--- config.mk ---
export PLATFORM = sky130hd
export DESIGN_NAME = fc_input_serializer_flat
export DESIGN_NICKNAME = d
export VERILOG_FILES = /design/src/rtl/fc_pkg.sv /design/src/rtl/fc_input_serializer_if.sv /design/src/rtl/fc_feature_buf.sv /design/src/rtl/fc_input_serializer.sv /design/src/flat_wrapper.sv
export SDC_FILE = /design/constraint.sdc
export NUM_CORES = 2
export LEC_CHECK = 0
export BUFFER_PORTS_ARGS = -buffer_cell sky130_fd_sc_hd__buf_2
export CORE_MARGIN = 5
export CORE_UTILIZATION = 30
export CTS_CLUSTER_SIZE = 8
export DETAILED_ROUTE_END_ITERATION = 10
export GPL_ROUTABILITY_DRIVEN = 1
export PLACE_DENSITY = 0.57
export SETUP_SLACK_MARGIN = 0.1
export SLEW_MARGIN = 20
export SYNTH_ARGS = -nofsm -noshare
export SYNTH_HDL_FRONTEND = slang
export SYNTH_SLANG_ARGS = --single-unit
--- constraint.sdc ---
create_clock -name clk -period 2.6 [get_ports clk]
set_input_delay 0.39 -clock clk [delete_from_list [all_inputs] [get_ports clk]]
set_output_delay 0.39 -clock clk [all_outputs]
set_load 0.05 [all_outputs]
--- src/rtl/fc_pkg.sv ---
// Shared constants and state encoding for the FC layer input path.
package fc_pkg;

    localparam int FC_LANES   = 9;
    localparam int FC_BEATS   = 16;
    localparam int FC_IN_NUM  = FC_LANES * FC_BEATS;
    localparam int FC_OUT_NUM = 10;
    localparam int FC_DATA_W  = 12;

    typedef enum logic [1:0] {
        FILL  = 2'd0,
        SEND  = 2'd1,
        DRAIN = 2'd2
    } fc_state_t;

endpackage

--- src/rtl/fc_input_serializer_if.sv ---
// Upstream word port and downstream 9-lane beat port of the FC input serializer.
interface fc_input_serializer_if #(
    parameter int DATA_W = fc_pkg::FC_DATA_W
);
    import fc_pkg::*;

    // Handshakes: a transfer happens on a rising clk edge where valid and ready are both 1.
    // in_valid/in_data are offered by the pooling stage and taken when in_ready=1;
    // valid_out/data_out_*/out_last are offered to the FC layer, held stable until out_ready=1.
    logic              in_valid;
    logic [DATA_W-1:0] in_data;
    logic              in_ready;
    logic              out_ready;
    logic [DATA_W-1:0] data_out_1;
    logic [DATA_W-1:0] data_out_2;
    logic [DATA_W-1:0] data_out_3;
    logic [DATA_W-1:0] data_out_4;
    logic [DATA_W-1:0] data_out_5;
    logic [DATA_W-1:0] data_out_6;
    logic [DATA_W-1:0] data_out_7;
    logic [DATA_W-1:0] data_out_8;
    logic [DATA_W-1:0] data_out_9;
    logic              valid_out;
    logic              out_last;
    logic              frame_done;
    fc_state_t         state;

    // master is the serializer itself; slave is the surrounding pipeline.
    modport master (
        input  in_valid, in_data, out_ready,
        output in_ready, data_out_1, data_out_2, data_out_3, data_out_4, data_out_5,
               data_out_6, data_out_7, data_out_8, data_out_9,
               valid_out, out_last, frame_done, state
    );

    modport slave (
        output in_valid, in_data, out_ready,
        input  in_ready, data_out_1, data_out_2, data_out_3, data_out_4, data_out_5,
               data_out_6, data_out_7, data_out_8, data_out_9,
               valid_out, out_last, frame_done, state
    );

endinterface

--- src/rtl/fc_feature_buf.sv ---
// Feature frame storage: single write port, combinational 9-lane read addressed by beat.
module fc_feature_buf
    import fc_pkg::*;
#(
    parameter int LANES  = FC_LANES,
    parameter int BEATS  = FC_BEATS,
    parameter int DATA_W = FC_DATA_W,
    parameter int DEPTH  = LANES * BEATS,
    parameter int AW     = $clog2(DEPTH),
    parameter int BW     = $clog2(BEATS)
) (
    input  logic                         clk,
    input  logic                         wr_en,
    input  logic [AW-1:0]                wr_addr,
    input  logic [DATA_W-1:0]            wr_data,
    input  logic [BW-1:0]                rd_beat,
    output logic [LANES-1:0][DATA_W-1:0] rd_data
);

    logic [DATA_W-1:0] mem [DEPTH];

    // Contents survive reset; a frame is always fully rewritten before it is read.
    always_ff @(posedge clk) begin
        if (wr_en) mem[wr_addr] <= wr_data;
    end

    for (genvar l = 0; l < LANES; l++) begin : g_lane
        assign rd_data[l] = mem[AW'(l * BEATS) + AW'(rd_beat)];
    end

endmodule

--- src/rtl/fc_input_serializer.sv ---
// Collects a channel-major 144-word feature frame and replays it as 16 beats x 9 lanes,
// followed by zero-data drain beats that step the FC layer through its output neurons.
module fc_input_serializer
    import fc_pkg::*;
#(
    parameter int LANES   = FC_LANES,
    parameter int BEATS   = FC_BEATS,
    parameter int DATA_W  = FC_DATA_W,
    parameter int N_DRAIN = FC_OUT_NUM
) (
    input  logic                  clk,
    input  logic                  rst_n,
    fc_input_serializer_if.master bus
);

    localparam int DEPTH  = LANES * BEATS;
    localparam int BEAT_W = $clog2(BEATS);
    localparam int CNT_W  = (N_DRAIN > 0) ? $clog2(N_DRAIN + 1) : 1;
    localparam logic [7:0]        LAST_WR    = 8'(DEPTH - 1);
    localparam logic [BEAT_W-1:0] LAST_BEAT  = BEAT_W'(BEATS - 1);
    localparam logic [CNT_W-1:0]  DRAIN_LAST = (N_DRAIN > 0) ? CNT_W'(N_DRAIN - 1) : '0;

    fc_state_t                   state_q, state_next;
    logic [7:0]                  wr_idx;
    logic [BEAT_W-1:0]           beat, beat_nxt, rd_beat;
    logic [CNT_W-1:0]            drain_cnt;
    logic [LANES-1:0][DATA_W-1:0] rd_data, data_q;
    logic                        valid_q, last_q, done_q;
    logic                        in_ready_c, wr_en;
    logic                        fill_last, send_fire, send_last, drain_fire, drain_last;

    fc_feature_buf #(
        .LANES (LANES),
        .BEATS (BEATS),
        .DATA_W(DATA_W)
    ) u_buf (
        .clk    (clk),
        .wr_en  (wr_en),
        .wr_addr(wr_idx),
        .wr_data(bus.in_data),
        .rd_beat(rd_beat),
        .rd_data(rd_data)
    );

    assign beat_nxt   = beat + BEAT_W'(1);
    assign fill_last  = wr_en && (wr_idx == LAST_WR);
    assign send_fire  = (state_q == SEND) && valid_q && bus.out_ready;
    assign send_last  = send_fire && (beat == LAST_BEAT);
    assign drain_fire = (state_q == DRAIN) && valid_q && bus.out_ready;
    assign drain_last = drain_fire && (drain_cnt == DRAIN_LAST);

    always_ff @(posedge clk or negedge rst_n) begin : state_reg
        if (!rst_n) state_q <= FILL;
        else        state_q <= state_next;
    end

    always_comb begin : next_state
        state_next = state_q;
        unique case (state_q)
            FILL:    if (fill_last)  state_next = SEND;
            SEND:    if (send_last)  state_next = (N_DRAIN > 0) ? DRAIN : FILL;
            DRAIN:   if (drain_last) state_next = FILL;
            default: state_next = FILL;
        endcase
    end

    // While sending, the buffer is already looking at the following beat so it can be
    // registered on the accepting edge; at the end of a fill it looks at beat 0.
    always_comb begin : output_decode
        in_ready_c = 1'b0;
        wr_en      = 1'b0;
        rd_beat    = '0;
        unique case (state_q)
            FILL: begin
                in_ready_c = 1'b1;
                wr_en      = bus.in_valid;
            end
            SEND:    rd_beat = beat_nxt;
            DRAIN:   rd_beat = '0;
            default: rd_beat = '0;
        endcase
    end

    always_ff @(posedge clk or negedge rst_n) begin : datapath
        if (!rst_n) begin
            wr_idx    <= '0;
            beat      <= '0;
            drain_cnt <= '0;
            data_q    <= '0;
            valid_q   <= 1'b0;
            last_q    <= 1'b0;
            done_q    <= 1'b0;
        end else begin
            done_q <= 1'b0;
            if (wr_en) wr_idx <= fill_last ? 8'd0 : wr_idx + 8'd1;
            if (fill_last) begin
                valid_q <= 1'b1;
                data_q  <= rd_data;
                last_q  <= (LAST_BEAT == '0);
                beat    <= '0;
            end
            if (send_fire) begin
                if (send_last) begin
                    beat   <= '0;
                    data_q <= '0;
                    last_q <= 1'b0;
                    if (N_DRAIN == 0) begin
                        valid_q <= 1'b0;
                        done_q  <= 1'b1;
                    end
                end else begin
                    beat   <= beat_nxt;
                    data_q <= rd_data;
                    last_q <= (beat_nxt == LAST_BEAT);
                end
            end
            if (drain_fire) begin
                if (drain_last) begin
                    drain_cnt <= '0;
                    valid_q   <= 1'b0;
                    done_q    <= 1'b1;
                end else begin
                    drain_cnt <= drain_cnt + CNT_W'(1);
                end
            end
        end
    end

    assign bus.in_ready   = in_ready_c;
    assign bus.valid_out  = valid_q;
    assign bus.out_last   = last_q;
    assign bus.frame_done = done_q;
    assign bus.state      = state_q;
    assign bus.data_out_1 = data_q[0];
    assign bus.data_out_2 = data_q[1];
    assign bus.data_out_3 = data_q[2];
    assign bus.data_out_4 = data_q[3];
    assign bus.data_out_5 = data_q[4];
    assign bus.data_out_6 = data_q[5];
    assign bus.data_out_7 = data_q[6];
    assign bus.data_out_8 = data_q[7];
    assign bus.data_out_9 = data_q[8];

endmodule

--- src/flat_wrapper.sv ---
// flat-port wrapper written by rule: the top's interface ports become plain ports
module fc_input_serializer_flat import fc_pkg::*;
#(
    parameter int LANES   = FC_LANES,
    parameter int BEATS   = FC_BEATS,
    parameter int DATA_W  = FC_DATA_W,
    parameter int N_DRAIN = FC_OUT_NUM
)
  (clk, rst_n, bus_in_valid, bus_in_data, bus_out_ready, bus_in_ready, bus_data_out_1, bus_data_out_2, bus_data_out_3, bus_data_out_4, bus_data_out_5, bus_data_out_6, bus_data_out_7, bus_data_out_8, bus_data_out_9, bus_valid_out, bus_out_last, bus_frame_done, bus_state);
  fc_input_serializer_if #(.DATA_W(DATA_W)) bus_i ();
  input  logic clk;
  input  logic rst_n;
  input wire logic [$bits(bus_i.in_valid)-1:0] bus_in_valid;
  input wire logic [$bits(bus_i.in_data)-1:0] bus_in_data;
  input wire logic [$bits(bus_i.out_ready)-1:0] bus_out_ready;
  output wire logic [$bits(bus_i.in_ready)-1:0] bus_in_ready;
  output wire logic [$bits(bus_i.data_out_1)-1:0] bus_data_out_1;
  output wire logic [$bits(bus_i.data_out_2)-1:0] bus_data_out_2;
  output wire logic [$bits(bus_i.data_out_3)-1:0] bus_data_out_3;
  output wire logic [$bits(bus_i.data_out_4)-1:0] bus_data_out_4;
  output wire logic [$bits(bus_i.data_out_5)-1:0] bus_data_out_5;
  output wire logic [$bits(bus_i.data_out_6)-1:0] bus_data_out_6;
  output wire logic [$bits(bus_i.data_out_7)-1:0] bus_data_out_7;
  output wire logic [$bits(bus_i.data_out_8)-1:0] bus_data_out_8;
  output wire logic [$bits(bus_i.data_out_9)-1:0] bus_data_out_9;
  output wire logic [$bits(bus_i.valid_out)-1:0] bus_valid_out;
  output wire logic [$bits(bus_i.out_last)-1:0] bus_out_last;
  output wire logic [$bits(bus_i.frame_done)-1:0] bus_frame_done;
  output wire logic [$bits(bus_i.state)-1:0] bus_state;
  assign bus_i.in_valid = bus_in_valid;
  assign bus_i.in_data = bus_in_data;
  assign bus_i.out_ready = bus_out_ready;
  assign bus_in_ready = bus_i.in_ready;
  assign bus_data_out_1 = bus_i.data_out_1;
  assign bus_data_out_2 = bus_i.data_out_2;
  assign bus_data_out_3 = bus_i.data_out_3;
  assign bus_data_out_4 = bus_i.data_out_4;
  assign bus_data_out_5 = bus_i.data_out_5;
  assign bus_data_out_6 = bus_i.data_out_6;
  assign bus_data_out_7 = bus_i.data_out_7;
  assign bus_data_out_8 = bus_i.data_out_8;
  assign bus_data_out_9 = bus_i.data_out_9;
  assign bus_valid_out = bus_i.valid_out;
  assign bus_out_last = bus_i.out_last;
  assign bus_frame_done = bus_i.frame_done;
  assign bus_state = bus_i.state;
  fc_input_serializer #(.LANES(LANES), .BEATS(BEATS), .DATA_W(DATA_W), .N_DRAIN(N_DRAIN)) u_core (.clk(clk), .rst_n(rst_n), .bus(bus_i));
endmodule
==> impl_metrics.ini <==
[run_status]
outcome = finished, final reports clean

[global_route]
grt_first_pass_wirelength_um = 305000
grt_max_degree = 79
number_of_antenna_violations_at_the_first_check_in_global_routing = 6
globalRoute.totalOverflow = 0
groute.usage.overall_pct = 16.6
first_global_vias = 42800

[power]
switchingPower_mw = 13.0
leakage_power_nw = 30.3
power_density_cells_mw_per_mm2 = 714
vdd_ir_drop_max_uv = 685
p_int_mw = 53.3
power_share_of_the_sequential_group_pct = 49.3
combinational_power_share_pct = 1.1
fin_total_pwr_mw = 66.3
power.switching_fraction_pct = 19.6
clock_power_share_pct = 49.5

[finish]
seqCellArea_mm2 = 0.0551
final_layout_size_suffix_gt1_share_pct = 25.6
postLayoutCellArea_mm2 = 0.0928
final_util_pct = 39.1
max_ffs_per_register = 1728
multi_input_area_mm2 = 0.0172
final_common_cell = sky130_fd_sc_hd__edfxtp_1
flow.area_growth_from_synthesis_pct = 29.8
final.fill_count = 21500
final_cell_count_no_fill = 8589
max_flop_register = u_core.u_buf.mem
layout_common_cells = sky130_fd_sc_hd__edfxtp_1, sky130_fd_sc_hd__nand2_1, sky130_fd_sc_hd__mux2i_1, sky130_fd_sc_hd__buf_4, sky130_fd_sc_hd__clkbuf_16
num-nets-final = 5262

[sta]
post-route-period-util_pct = 97.8
hold-worst-slack_ns = 0.0781
timing.final.crit_period_ns = 2.54
final.setup.worst_slack_ns = 0.0560
timing.final.hold_violations = 0
maxClockFrequency_ghz = 0.393
final-max-slew-violation-count = 0
maxSlewHeadroom_pct = 33.1
finalClockSkew_ns = 0.0558
timing_worst_slew_pin_value_ns = 1.00
timing.setup.tns_ns = 0
setup_viol_count_final = 0
grt_setup_unrepaired = true

[min_path]
hold_path_depth = 1
hp-class = in -> reg
whs_endpoint = u_core.u_buf.mem[73][5]$_DFFE_PP_
timing.hold.worst.start = bus_in_data[5]

[place]
dp_hpwl_um = 131000
placed_cell_area_mm2 = 0.0815
gp_routability_congestion = 0.794
preCtsSetupSlack_ns = -0.192
place_inst = 8036
port_buffers = 129

[setup_path]
reg2reg_to = u_core.bus.data_out_8[0]$_DFFE_PN0P_
r2r_setup_slack_ns = 0.06
startpoint_type = register
critPathArrivalTime_ns = 3.27
worst_r2r_path_depth = 11
worst-endpoint-required_ns = 3.32
critical_path_peak_fanout = 7
criticalPathCategory = reg -> reg
rr_startpoint = u_core.beat[0]$_DFFE_PN0P_
critPathCaptureType = register

[job]
cap_violations = 0

[detailed_routing]
detailedRoute.firstIterationViolations = 4750
route.final.wire_length_um = 216000
post-route-drc-count = 0
vias_per_cell = 5.08
wire_length_per_cell_um = 25.2
first_pass_iters = 5
ant_nets = 0
via_count = 43600

[clock_tree]
tritoncts_clock_tree = built
max-clock-path-buffers = 4
clk_root_buffer_cell = sky130_fd_sc_hd__clkbuf_16
clock_latency_ns = 0.89
clk_pin_slew_ns = 0.05
htreeDepth = 5
cts_sinks = 1857
cts-buffers-inserted = 282

[floorplan]
floorplan.initialDensity_pct = 30.1
num_rows = 179
die-width_um = 498
die_h_um = 498
die_area_mm2 = 0.248
core_region_mm2 = 0.238
floorplan.io_pins = 130

[logic_synthesis]
yosys_register_bits = 1857
syn_nets = 4506
netlist-cell-type-count = 54
syn_avg_cell_area_um2 = 15.9
synth_sequential_area_ratio_pct = 77.1
post_synth_edffs = 1728
yosysWarningCount = 0
synthesis.area_mm2 = 0.0715
synth_top_flop_cell = sky130_fd_sc_hd__edfxtp_1
syn-instance-count = 4482
asyncSetResetFlopFracSynth_pct = 6.95
==> cells in the mapped netlist (3+ instances only) <==
master	instances	area, um^2
sky130_fd_sc_hd__buf_1	28	105
sky130_fd_sc_hd__xnor2_1	3	26.3
sky130_fd_sc_hd__mux4_2	4	90.1
sky130_fd_sc_hd__nand4_1	7	43.8
sky130_fd_sc_hd__nor2b_1	5	31.3
sky130_fd_sc_hd__o22ai_1	313	1960
sky130_fd_sc_hd__nor2_1	158	593
sky130_fd_sc_hd__xor2_1	3	26.3
sky130_fd_sc_hd__o21ai_0	11	55.1
sky130_fd_sc_hd__dfrtp_1	129	3230
sky130_fd_sc_hd__mux2i_1	632	6330
sky130_fd_sc_hd__ha_1	8	100
sky130_fd_sc_hd__a2111oi_0	4	35.0
sky130_fd_sc_hd__clkbuf_1	140	526
sky130_fd_sc_hd__a221oi_1	3	26.3
sky130_fd_sc_hd__nor4_1	105	657
sky130_fd_sc_hd__nand2b_1	4	25.0
sky130_fd_sc_hd__edfxtp_1	1728	51900
sky130_fd_sc_hd__a21oi_1	221	1110
sky130_fd_sc_hd__o31ai_1	109	818
sky130_fd_sc_hd__nor3_1	110	551
sky130_fd_sc_hd__nand3_1	12	60.1
sky130_fd_sc_hd__buf_4	22	165
sky130_fd_sc_hd__nand2_1	581	2180
sky130_fd_sc_hd__inv_1	8	30.0
sky130_fd_sc_hd__mux2_2	5	56.3
sky130_fd_sc_hd__nand2_2	6	37.5
sky130_fd_sc_hd__buf_2	90	450
==> routing by layer <==
layer	wire [um]	global-route usage, %	vias to the layer above
li1	-	-	18900
met1	92200	23.2	22400
met2	99200	25.6	1887
met3	18400	3.91	360
met4	6340	5.36	0
met5	0	0	-
==> layout make-up <==
class,instances,share of cell area (%)
well taps,3167,4.27
clock inverters,8,0.123
clock buffers,456,8.46
flip-flops and latches,1857,59.4
diodes,4,0.0108
multi-input cells,2338,18.6
inverters,9,0.0405
repair buffers,750,9.13
==> kinds of logic (layout without fill, tap and decap cells) <==
family / count (synthesis) / after routing / share of synthesized area [%]
DFF: 1857 / 1857 / 77.1
xor gates and xnor gates: 7 / 7 / 0.0963
and+or+nand+nor: 1005 / 1007 / 6.06
other: 0 / 4 / 0
AOI/OAI and AO/OA: 675 / 675 / 5.75
muxes: 641 / 641 / 9.05
buffers and inverters: 289 / 1223 / 1.79
adders and majority gates: 8 / 8 / 0.140
==> worst max-delay path, stage by stage, from the launching register on <==
cell,delay (ns)
sky130_fd_sc_hd__dfrtp_4,0.51
sky130_fd_sc_hd__buf_6,0.17
sky130_fd_sc_hd__nor3b_4,0.23
sky130_fd_sc_hd__buf_4,0.15
sky130_fd_sc_hd__buf_8,0.13
sky130_fd_sc_hd__buf_12,0.11
sky130_fd_sc_hd__clkbuf_16,0.14
sky130_fd_sc_hd__mux2i_1,0.23
sky130_fd_sc_hd__o22ai_2,0.09
sky130_fd_sc_hd__nor4_2,0.37
sky130_fd_sc_hd__buf_4,0.19
sky130_fd_sc_hd__o31ai_2,0.06
==> worst max-delay path by stage <==
stage	startpoint	to	slack [ns]	cells after the start
6_report	u_core.beat[0]$_DFFE_PN0P_	u_core.bus.data_out_8[0]$_DFFE_PN0P_	0.06	11
5_1_grt	u_core.beat[0]$_DFFE_PN0P_	u_core.bus.data_out_3[5]$_DFFE_PN0P_	-0.03	10
4_1_cts	u_core.beat[0]$_DFFE_PN0P_	u_core.bus.data_out_4[4]$_DFFE_PN0P_	0.05	9
3_5_place_dp	u_core.beat[0]$_DFFE_PN0P_	u_core.bus.data_out_1[2]$_DFFE_PN0P_	-0.19	9
3_3_place_gp	u_core.beat[0]$_DFFE_PN0P_	u_core.bus.data_out_1[2]$_DFFE_PN0P_	-0.23	9
2_1_floorplan	u_core.bus.state[0]$_DFFE_PN0P_	u_core.u_buf.mem[116][0]$_DFFE_PP_	-0.08	5
==> power by group through the flow <==
| stage | logic [mW] | registers [mW] | clock network, mW |
|---|---|---|---|
| 6_report | 0.753 | 32.7 | 32.8 |
| 5_1_grt | 0.806 | 32.7 | 34.9 |
| 4_1_cts | 0.769 | 32.7 | 33.4 |
| 3_5_place_dp | 0.755 | 33.3 | 0 |
| 3_3_place_gp | 0.733 | 33.3 | 0 |
| 2_1_floorplan | 0.0115 | 33.3 | 0 |
==> what timing repair did <==
action,in CTS,in global routing
buffers inserted,21,35
pin swaps,5,27
setup endpoints to repair,103,207
resized for setup,109,296
hold buffers,9,0
hold endpoints to repair,168,0
gates cloned,6,14
Note: power is estimated with default switching activity, not from simulation.
